[src/rtl/prog_loader_pkg.sv]
// -----------------------------------------------------------------------------
// prog_loader_pkg
//
// Shared definitions for the program loader and the CPU instruction path:
//   - instruction word field positions ({opcode, dest, src})
//   - opcode constants
//   - loader FSM state encoding
//   - small helpers for extracting and classifying instruction fields
// -----------------------------------------------------------------------------
package prog_loader_pkg;

    // Instruction word geometry
    localparam int WORD_W   = 16;
    localparam int BYTE_W   = 8;

    localparam int OPC_MSB  = 15;
    localparam int OPC_LSB  = 12;
    localparam int DEST_MSB = 11;
    localparam int DEST_LSB = 6;
    localparam int SRC_MSB  = 5;
    localparam int SRC_LSB  = 0;

    localparam int OPC_W    = OPC_MSB - OPC_LSB + 1;

    // Opcodes understood by the CPU; anything above OP_HALT is undefined
    localparam logic [OPC_W-1:0] OP_NOP  = 4'h0;
    localparam logic [OPC_W-1:0] OP_MOV  = 4'h1;
    localparam logic [OPC_W-1:0] OP_ADD  = 4'h2;
    localparam logic [OPC_W-1:0] OP_SUB  = 4'h3;
    localparam logic [OPC_W-1:0] OP_AND  = 4'h4;
    localparam logic [OPC_W-1:0] OP_OR   = 4'h5;
    localparam logic [OPC_W-1:0] OP_JMP  = 4'h6;
    localparam logic [OPC_W-1:0] OP_HALT = 4'h7;

    // Loader FSM states, explicit 3-bit encoding
    typedef enum logic [2:0] {
        ST_IDLE  = 3'd0,
        ST_HDR   = 3'd1,
        ST_HI    = 3'd2,
        ST_LO    = 3'd3,
        ST_WRITE = 3'd4,
        ST_CSUM  = 3'd5,
        ST_DONE  = 3'd6
    } ld_state_e;

    // Error code bit positions
    localparam int ERR_CSUM_BIT = 0;
    localparam int ERR_OPC_BIT  = 1;

    // Opcode field of an instruction word
    function automatic logic [OPC_W-1:0] opcode_of(input logic [WORD_W-1:0] word);
        return word[OPC_MSB:OPC_LSB];
    endfunction

    // True when the word carries an opcode above the legal ceiling
    function automatic logic opcode_illegal(input logic [WORD_W-1:0] word,
                                            input logic [OPC_W-1:0]  opc_max);
        return (opcode_of(word) > opc_max);
    endfunction

endpackage

[src/rtl/prog_loader_if.sv]
// -----------------------------------------------------------------------------
// prog_loader_if
//
// Bundles the loader's two buses:
//   - byte stream in : rx_data, rx_valid (source -> loader), rx_ready (loader -> source)
//   - memory write   : mem_we, mem_addr, mem_wdata (loader -> instruction memory)
//
// Modports:
//   master : the system side (byte source / instruction memory)
//   slave  : the loader
// -----------------------------------------------------------------------------
interface prog_loader_if #(
    parameter int unsigned ADDR_W = 8
);

    logic [7:0]        rx_data;
    logic              rx_valid;
    logic              rx_ready;

    logic              mem_we;
    logic [ADDR_W-1:0] mem_addr;
    logic [15:0]       mem_wdata;

    modport master (
        output rx_data,
        output rx_valid,
        input  rx_ready,
        input  mem_we,
        input  mem_addr,
        input  mem_wdata
    );

    modport slave (
        input  rx_data,
        input  rx_valid,
        output rx_ready,
        output mem_we,
        output mem_addr,
        output mem_wdata
    );

endinterface

[src/rtl/prog_loader.sv]
// -----------------------------------------------------------------------------
// prog_loader
//
// Byte-stream program loader. Receives a frame
//     N, {hi,lo} x N, checksum
// over a valid/ready byte stream, packs each byte pair big-endian into a 16-bit
// instruction word and writes the words to instruction memory from address 0.
// The checksum is the XOR of the header and every payload byte. cpu_hold keeps
// the CPU parked for the whole load.
//
// Ports:
//   clk           system clock, rising edge
//   reset         asynchronous, active-high reset
//   start         one-cycle pulse starting a load (ignored while busy)
//   bus           prog_loader_if.slave: rx_data/rx_valid/rx_ready byte stream,
//                 mem_we/mem_addr/mem_wdata instruction memory write port
//   cpu_hold      high while a load is in progress
//   busy          high in every state except IDLE
//   done          one-cycle pulse at the end of a load
//   error_code    bit0 checksum mismatch, bit1 illegal opcode; sticky until
//                 the next accepted start
//   words_loaded  words written in the current/last load
// -----------------------------------------------------------------------------
module prog_loader
    import prog_loader_pkg::*;
#(
    parameter int unsigned      ADDR_W     = 8,
    parameter logic [OPC_W-1:0] OPCODE_MAX = 4'h7
) (
    input  logic              clk,
    input  logic              reset,
    input  logic              start,
    prog_loader_if.slave      bus,
    output logic              cpu_hold,
    output logic              busy,
    output logic              done,
    output logic [1:0]        error_code,
    output logic [ADDR_W-1:0] words_loaded
);

    ld_state_e          state;
    logic [BYTE_W-1:0]  csum;
    logic [BYTE_W-1:0]  hi_byte;
    logic [BYTE_W-1:0]  word_total;
    // Full 8-bit word count used for termination, so that a narrow ADDR_W
    // (where words_loaded/mem_addr wrap) still ends the load after N words.
    logic [BYTE_W-1:0]  word_cnt;
    logic [BYTE_W-1:0]  word_cnt_nxt;
    logic               fire;

    assign fire         = bus.rx_valid && bus.rx_ready;
    assign word_cnt_nxt = word_cnt + 8'd1;

    // All outputs are registered. rx_ready, busy and cpu_hold are set on the
    // transition into the state they belong to, so they line up exactly with
    // the state register.
    always_ff @(posedge clk or posedge reset) begin
        if (reset) begin
            state         <= ST_IDLE;
            bus.rx_ready  <= 1'b0;
            bus.mem_we    <= 1'b0;
            bus.mem_addr  <= '0;
            bus.mem_wdata <= '0;
            cpu_hold      <= 1'b0;
            busy          <= 1'b0;
            done          <= 1'b0;
            error_code    <= 2'b00;
            words_loaded  <= '0;
            csum          <= '0;
            hi_byte       <= '0;
            word_total    <= '0;
            word_cnt      <= '0;
        end else begin
            case (state)
                ST_IDLE: begin
                    if (start) begin
                        state        <= ST_HDR;
                        bus.rx_ready <= 1'b1;
                        cpu_hold     <= 1'b1;
                        busy         <= 1'b1;
                        error_code   <= 2'b00;
                        words_loaded <= '0;
                        word_cnt     <= '0;
                        csum         <= '0;
                    end
                end

                ST_HDR: begin
                    if (fire) begin
                        word_total <= bus.rx_data;
                        csum       <= bus.rx_data;
                        // An empty program goes straight to the checksum byte
                        if (bus.rx_data == 8'd0) begin
                            state <= ST_CSUM;
                        end else begin
                            state <= ST_HI;
                        end
                    end
                end

                ST_HI: begin
                    if (fire) begin
                        hi_byte <= bus.rx_data;
                        csum    <= csum ^ bus.rx_data;
                        state   <= ST_LO;
                    end
                end

                ST_LO: begin
                    if (fire) begin
                        bus.mem_wdata <= {hi_byte, bus.rx_data};
                        csum          <= csum ^ bus.rx_data;
                        // Launch the write: mem_we is high for the WRITE cycle only
                        bus.mem_we    <= 1'b1;
                        bus.mem_addr  <= words_loaded;
                        bus.rx_ready  <= 1'b0;
                        state         <= ST_WRITE;
                    end
                end

                ST_WRITE: begin
                    bus.mem_we   <= 1'b0;
                    bus.rx_ready <= 1'b1;
                    // Illegal words are still written; only the flag is raised
                    if (opcode_illegal(bus.mem_wdata, OPCODE_MAX)) begin
                        error_code[ERR_OPC_BIT] <= 1'b1;
                    end
                    word_cnt     <= word_cnt_nxt;
                    words_loaded <= words_loaded + ADDR_W'(1);
                    if (word_cnt_nxt == word_total) begin
                        state <= ST_CSUM;
                    end else begin
                        state <= ST_HI;
                    end
                end

                ST_CSUM: begin
                    if (fire) begin
                        if (bus.rx_data != csum) begin
                            error_code[ERR_CSUM_BIT] <= 1'b1;
                        end
                        bus.rx_ready <= 1'b0;
                        done         <= 1'b1;
                        state        <= ST_DONE;
                    end
                end

                ST_DONE: begin
                    // cpu_hold and busy stay up through the done cycle
                    done     <= 1'b0;
                    cpu_hold <= 1'b0;
                    busy     <= 1'b0;
                    state    <= ST_IDLE;
                end

                default: begin
                    state        <= ST_IDLE;
                    bus.rx_ready <= 1'b0;
                    bus.mem_we   <= 1'b0;
                    cpu_hold     <= 1'b0;
                    busy         <= 1'b0;
                    done         <= 1'b0;
                end
            endcase
        end
    end

endmodule

[src/flat_wrapper.sv]
// flat-port wrapper written by rule: the top's interface ports become plain ports
module prog_loader_flat import prog_loader_pkg::*;
#(
    parameter int unsigned      ADDR_W     = 8,
    parameter logic [OPC_W-1:0] OPCODE_MAX = 4'h7
)
  (clk, reset, start, cpu_hold, busy, done, error_code, words_loaded, bus_rx_data, bus_rx_valid, bus_rx_ready, bus_mem_we, bus_mem_addr, bus_mem_wdata);
  prog_loader_if #(.ADDR_W(ADDR_W)) bus_i ();
  input  logic clk;
  input  logic reset;
  input  logic start;
  output logic cpu_hold;
  output logic busy;
  output logic done;
  output logic [1:0] error_code;
  output logic [ADDR_W-1:0] words_loaded;
  input wire logic [$bits(bus_i.rx_data)-1:0] bus_rx_data;
  input wire logic [$bits(bus_i.rx_valid)-1:0] bus_rx_valid;
  output wire logic [$bits(bus_i.rx_ready)-1:0] bus_rx_ready;
  output wire logic [$bits(bus_i.mem_we)-1:0] bus_mem_we;
  output wire logic [$bits(bus_i.mem_addr)-1:0] bus_mem_addr;
  output wire logic [$bits(bus_i.mem_wdata)-1:0] bus_mem_wdata;
  assign bus_i.rx_data = bus_rx_data;
  assign bus_i.rx_valid = bus_rx_valid;
  assign bus_rx_ready = bus_i.rx_ready;
  assign bus_mem_we = bus_i.mem_we;
  assign bus_mem_addr = bus_i.mem_addr;
  assign bus_mem_wdata = bus_i.mem_wdata;
  prog_loader #(.ADDR_W(ADDR_W), .OPCODE_MAX(OPCODE_MAX)) u_core (.clk(clk), .reset(reset), .start(start), .bus(bus_i), .cpu_hold(cpu_hold), .busy(busy), .done(done), .error_code(error_code), .words_loaded(words_loaded));
endmodule
[config.mk]
export PLATFORM = sky130hd
export DESIGN_NAME = prog_loader_flat
export DESIGN_NICKNAME = d
export VERILOG_FILES = /design/src/rtl/prog_loader_pkg.sv /design/src/rtl/prog_loader_if.sv /design/src/rtl/prog_loader.sv /design/src/flat_wrapper.sv
export SDC_FILE = /design/constraint.sdc
export NUM_CORES = 1
export LEC_CHECK = 0
export CAP_MARGIN = 40
export CORE_MARGIN = 1.5
export CORE_UTILIZATION = 54
export CTS_BUF_LIST = sky130_fd_sc_hd__clkbuf_8
export DETAILED_ROUTE_END_ITERATION = 12
export GPL_ROUTABILITY_DRIVEN = 0
export PLACE_DENSITY = 0.77
export SYNTH_ARGS = -nofsm -noshare
export SYNTH_HDL_FRONTEND = slang
export SYNTH_SLANG_ARGS = --single-unit
[constraint.sdc]
create_clock -name clk -period 2.55 [get_ports clk]
set_input_delay 0.3825 -clock clk [delete_from_list [all_inputs] [get_ports clk]]
set_output_delay 0.3825 -clock clk [all_outputs]
set_load 0.01 [all_outputs]
==> summary.md <==
| Metric | Value |
|---|---|
| Nets | `between 400 and 500` |
| Mapped Area | `around 0.0036 mm^2` |
| Final Cell Area | `around 0.0044 mm^2` |
| Die footprint | `slightly above 0.007 mm^2` |
| 1st-pass router iterations | `4` |
| First-pass GRT wire length | `13.0 mm` |
| EDFF count, synth | `0` |
| Critical Path Source Type | `flip-flop` |
| Critical path arrival | `between 2 and 2.5 ns` |
| Vias in the first global route | `around 2600` |
| Syn Nets | `~350` |
| Pre-CTS WS | `about 0.29 ns` |
| Worst r2r src | `u_core.word_cnt[0]` |
| Grt ovf | `0` |
| Chip height | `84.4 um` |
| Synth Area in Simple Gates | `between 10% and 20%` |
| Most common cell after layout, fill and taps aside | `dfrtp_1` |
| Root buf cell | `clkbuf_8` |
| Worst path max stage delay | `between 0.4 and 0.5 ns` |
| FF+latch count, synth | `73` |
| Slew HR | `between 50% and 60%` |
| Starting density of the core | `56.1%` |
| Buf/Inv on CP | `0` |
| Drt via density | `roughly 5.8` |
| Crit Path Category | `reg2reg` |
| Final hold vios | `0` |
| WL/cell | `16.6 um` |
| CTS tree | `built` |
| # setup viols final | `0` |
| Max cap viols | `0` |
| Tmin final | `2.15 ns` |
| Most frequent cells in the layout | `dfrtp_1, clkdlybuf4s50_1, mux2_2, nand2_1, o21ai_0` |
| Worst path slowest cell | `dfrtp_1` |
| R2R depth | `7` |
| Total Routing Usage GR | `roughly a quarter` |
| Maximum vdd ir drop | `around 0.00072 V` |
| Share of post-route cells with drive strength above 1 | `18.9%` |
| PD cells | `approximately 1000 mW/mm^2` |
| Synth-to-Final Area Change | `22.3%` |
| Inserted Clock Buffers | `9` |
| Post-synthesis compound-gate area fraction | `between 10% and 20%` |
| Final ANT Viol Nets | `0` |
| Final HPWL DP | `between 5 and 6 mm` |
| Largest net degree at the start of global routing | `between 50 and 60` |
| Initial antenna violation count | `0` |
| Synth Instances | `335` |
| Sequential share of the synthesized area | `51.0%` |
| Crit path max-delay family | `simple AND/OR/NAND/NOR gates` |
| Worst Tran Pin Value | `roughly 0.72 ns` |
| Number of remaining DRC errors | `0` |
| H-tree Lvls | `3` |
| Port Buffers | `50` |
| Hold_buf cts | `0` |
| Final core utilization | `roughly two thirds` |
| I/O pin total | `between 50 and 60` |
| CP endpoint kind | `flip-flop` |
| R2r setup slk | `between 0.4 and 0.5 ns` |
| Final wirelength | `7.86 mm` |
| Static Leak | `roughly 1.9 nW` |
| Fmax achieved | `approximately 0.47 GHz` |
| Outcome | `complete, no violations` |
| Setup TNS | `0 ns` |
| CP dominant cell by count | `o311a_1` |
| Final worst slack | `between 0.4 and 0.5 ns` |
| Largest family of logic cells by synthesized area | `simple AND/OR/NAND/NOR gates` |
| Sink Count | `73` |
| Synth Flop Type | `dfrtp_1` |
| Async S/R FF share, synth | `between 90% and 100%` |
| CP cell instances | `ha_1, nand3_2, nor2_1, xor2_1, o311a_1, nor3_2, o311a_1` |
| Rows | `29` |
| Post-CTS setup buffer count | `0` |
| Max-slew violations | `0` |
| Yosys warnings | `0` |
| Post-synthesis adder-cell area fraction | `less than 1%` |
| Syn avg cell area | `about 11 um^2` |
| RSZ-0062 raised after global routing | `no` |
| Diode count | `0` |
| Clock Pin Slew Worst Setup and Hold Paths | `about 0.08 ns` |
| Clk_lat worst skew | `about 0.35 ns` |
| DRC violation total after the first TritonRoute iteration | `between 150 and 200` |
| Chip Width | `around 84 um` |
| Vias | `2746` |
| Fin crit share | `a little over four fifths` |
| HP Class | `in2async` |
| Placement Cell Area | `0.00418 mm^2` |
| Capturing point of the worst reg2reg path | `u_core.state[0]` |
| Crit-path max FO | `7` |
| Unique masters post-synth | `50` |
| Xor/xnor cell area share of the yosys netlist | `under 10%` |
| Worst Skew | `about 0.008 ns` |
| Placeable Area | `around 0.0064 mm^2` |
| Worst EP required | `~2.8 ns` |
| Multiplexer share of the synthesized area | `between 10% and 20%` |
| Post-CTS sizing | `0` |
| Clk buf depth | `2` |
==> final cells by class <==
class                   instances  area [um^2]
clock buffers                  10          138
clock inverters                 6         58.8
fillers                       476         2010
inverters                       4         15.0
multi-input cells             242         1640
flip-flops and latches         73         1830
well taps                      77         96.3
repair buffers                 62          603
==> flip-flops by register name, indices dropped and copies added, names as in the netlist, 2 cells and up <==
name                  cells
u_core.words_loaded       8
u_core.hi_byte            8
u_core.bus.mem_wdata     16
u_core.word_total         8
u_core.bus.mem_addr       8
u_core.state              3
u_core.error_code         2
u_core.csum               8
u_core.word_cnt           8
==> cells in the mapped netlist, types with 4 or more instances <==
cell	instances	area, um^2
nand4_1	4	25.0
buf_4	4	30.0
xnor2_1	6	52.6
o21ai_1	10	50.1
buf_2	5	25.0
mux2_2	37	417
a22oi_1	7	52.6
nand2_1	33	124
xor2_1	8	70.1
a21oi_1	14	70.1
o21ai_0	33	165
nand3_1	8	40.0
nor2_1	18	67.6
dfrtp_1	73	1830
nand2b_1	16	100
==> cell families (layout without fill, tap and decap cells) <==
kind of cell             count (synthesis)  after routing
adder cells (fa/ha/maj)                  2              2
AND/OR/NAND/NOR                        102            102
flip-flops                              73             73
XOR/XNOR                                14             14
buffers and inverters                   20             82
multiplexers                            42             42
AO/OA/AOI/OAI                           82             82
==> power breakdown <==
group	switching [mW]	total (mW)	internal (mW)	leakage, nW
logic	0.816	1.74	0.925	0.843
clock network	0.430	0.902	0.471	0.0995
registers	0.349	1.91	1.56	0.949
==> layer usage <==
| metal | global-route usage (%) | wire length [um] |
|---|---|---|
| met5 | 0 | 0 |
| met4 | 12.5 | 166 |
| met3 | 4.52 | 334 |
| met2 | 34.5 | 3670 |
| met1 | 32.8 | 3690 |
==> stage by stage <==
| step | hold WS [ns] | power [mW] | std cells |
|---|---|---|---|
| 2_1_floorplan | 0.470 | 2.98 | 335 |
| 3_3_place_gp | 0.482 | 3.59 | 457 |
| 3_5_place_dp | 0.490 | 3.67 | 458 |
| 4_1_cts | 0.367 | 4.58 | 474 |
| 5_1_grt | 0.410 | 4.84 | 474 |
| 6_report | 0.364 | 4.55 | 474 |
==> worst max path at each step <==
| stage | start | to | cells after the start |
|---|---|---|---|
| global route | u_core.word_cnt[0] | u_core.state[0] | 7 |
| CTS | u_core.word_cnt[0] | u_core.state[0] | 7 |
| finish | u_core.word_cnt[0] | u_core.state[0] | 7 |
| detailed placement | bus_rx_valid | u_core.word_total[4] | 6 |
| global placement | bus_rx_valid | u_core.word_total[7] | 6 |
| floorplan | reset | u_core.bus.mem_addr[0] | 1 |
Note: power is estimated with default switching activity, not from simulation.
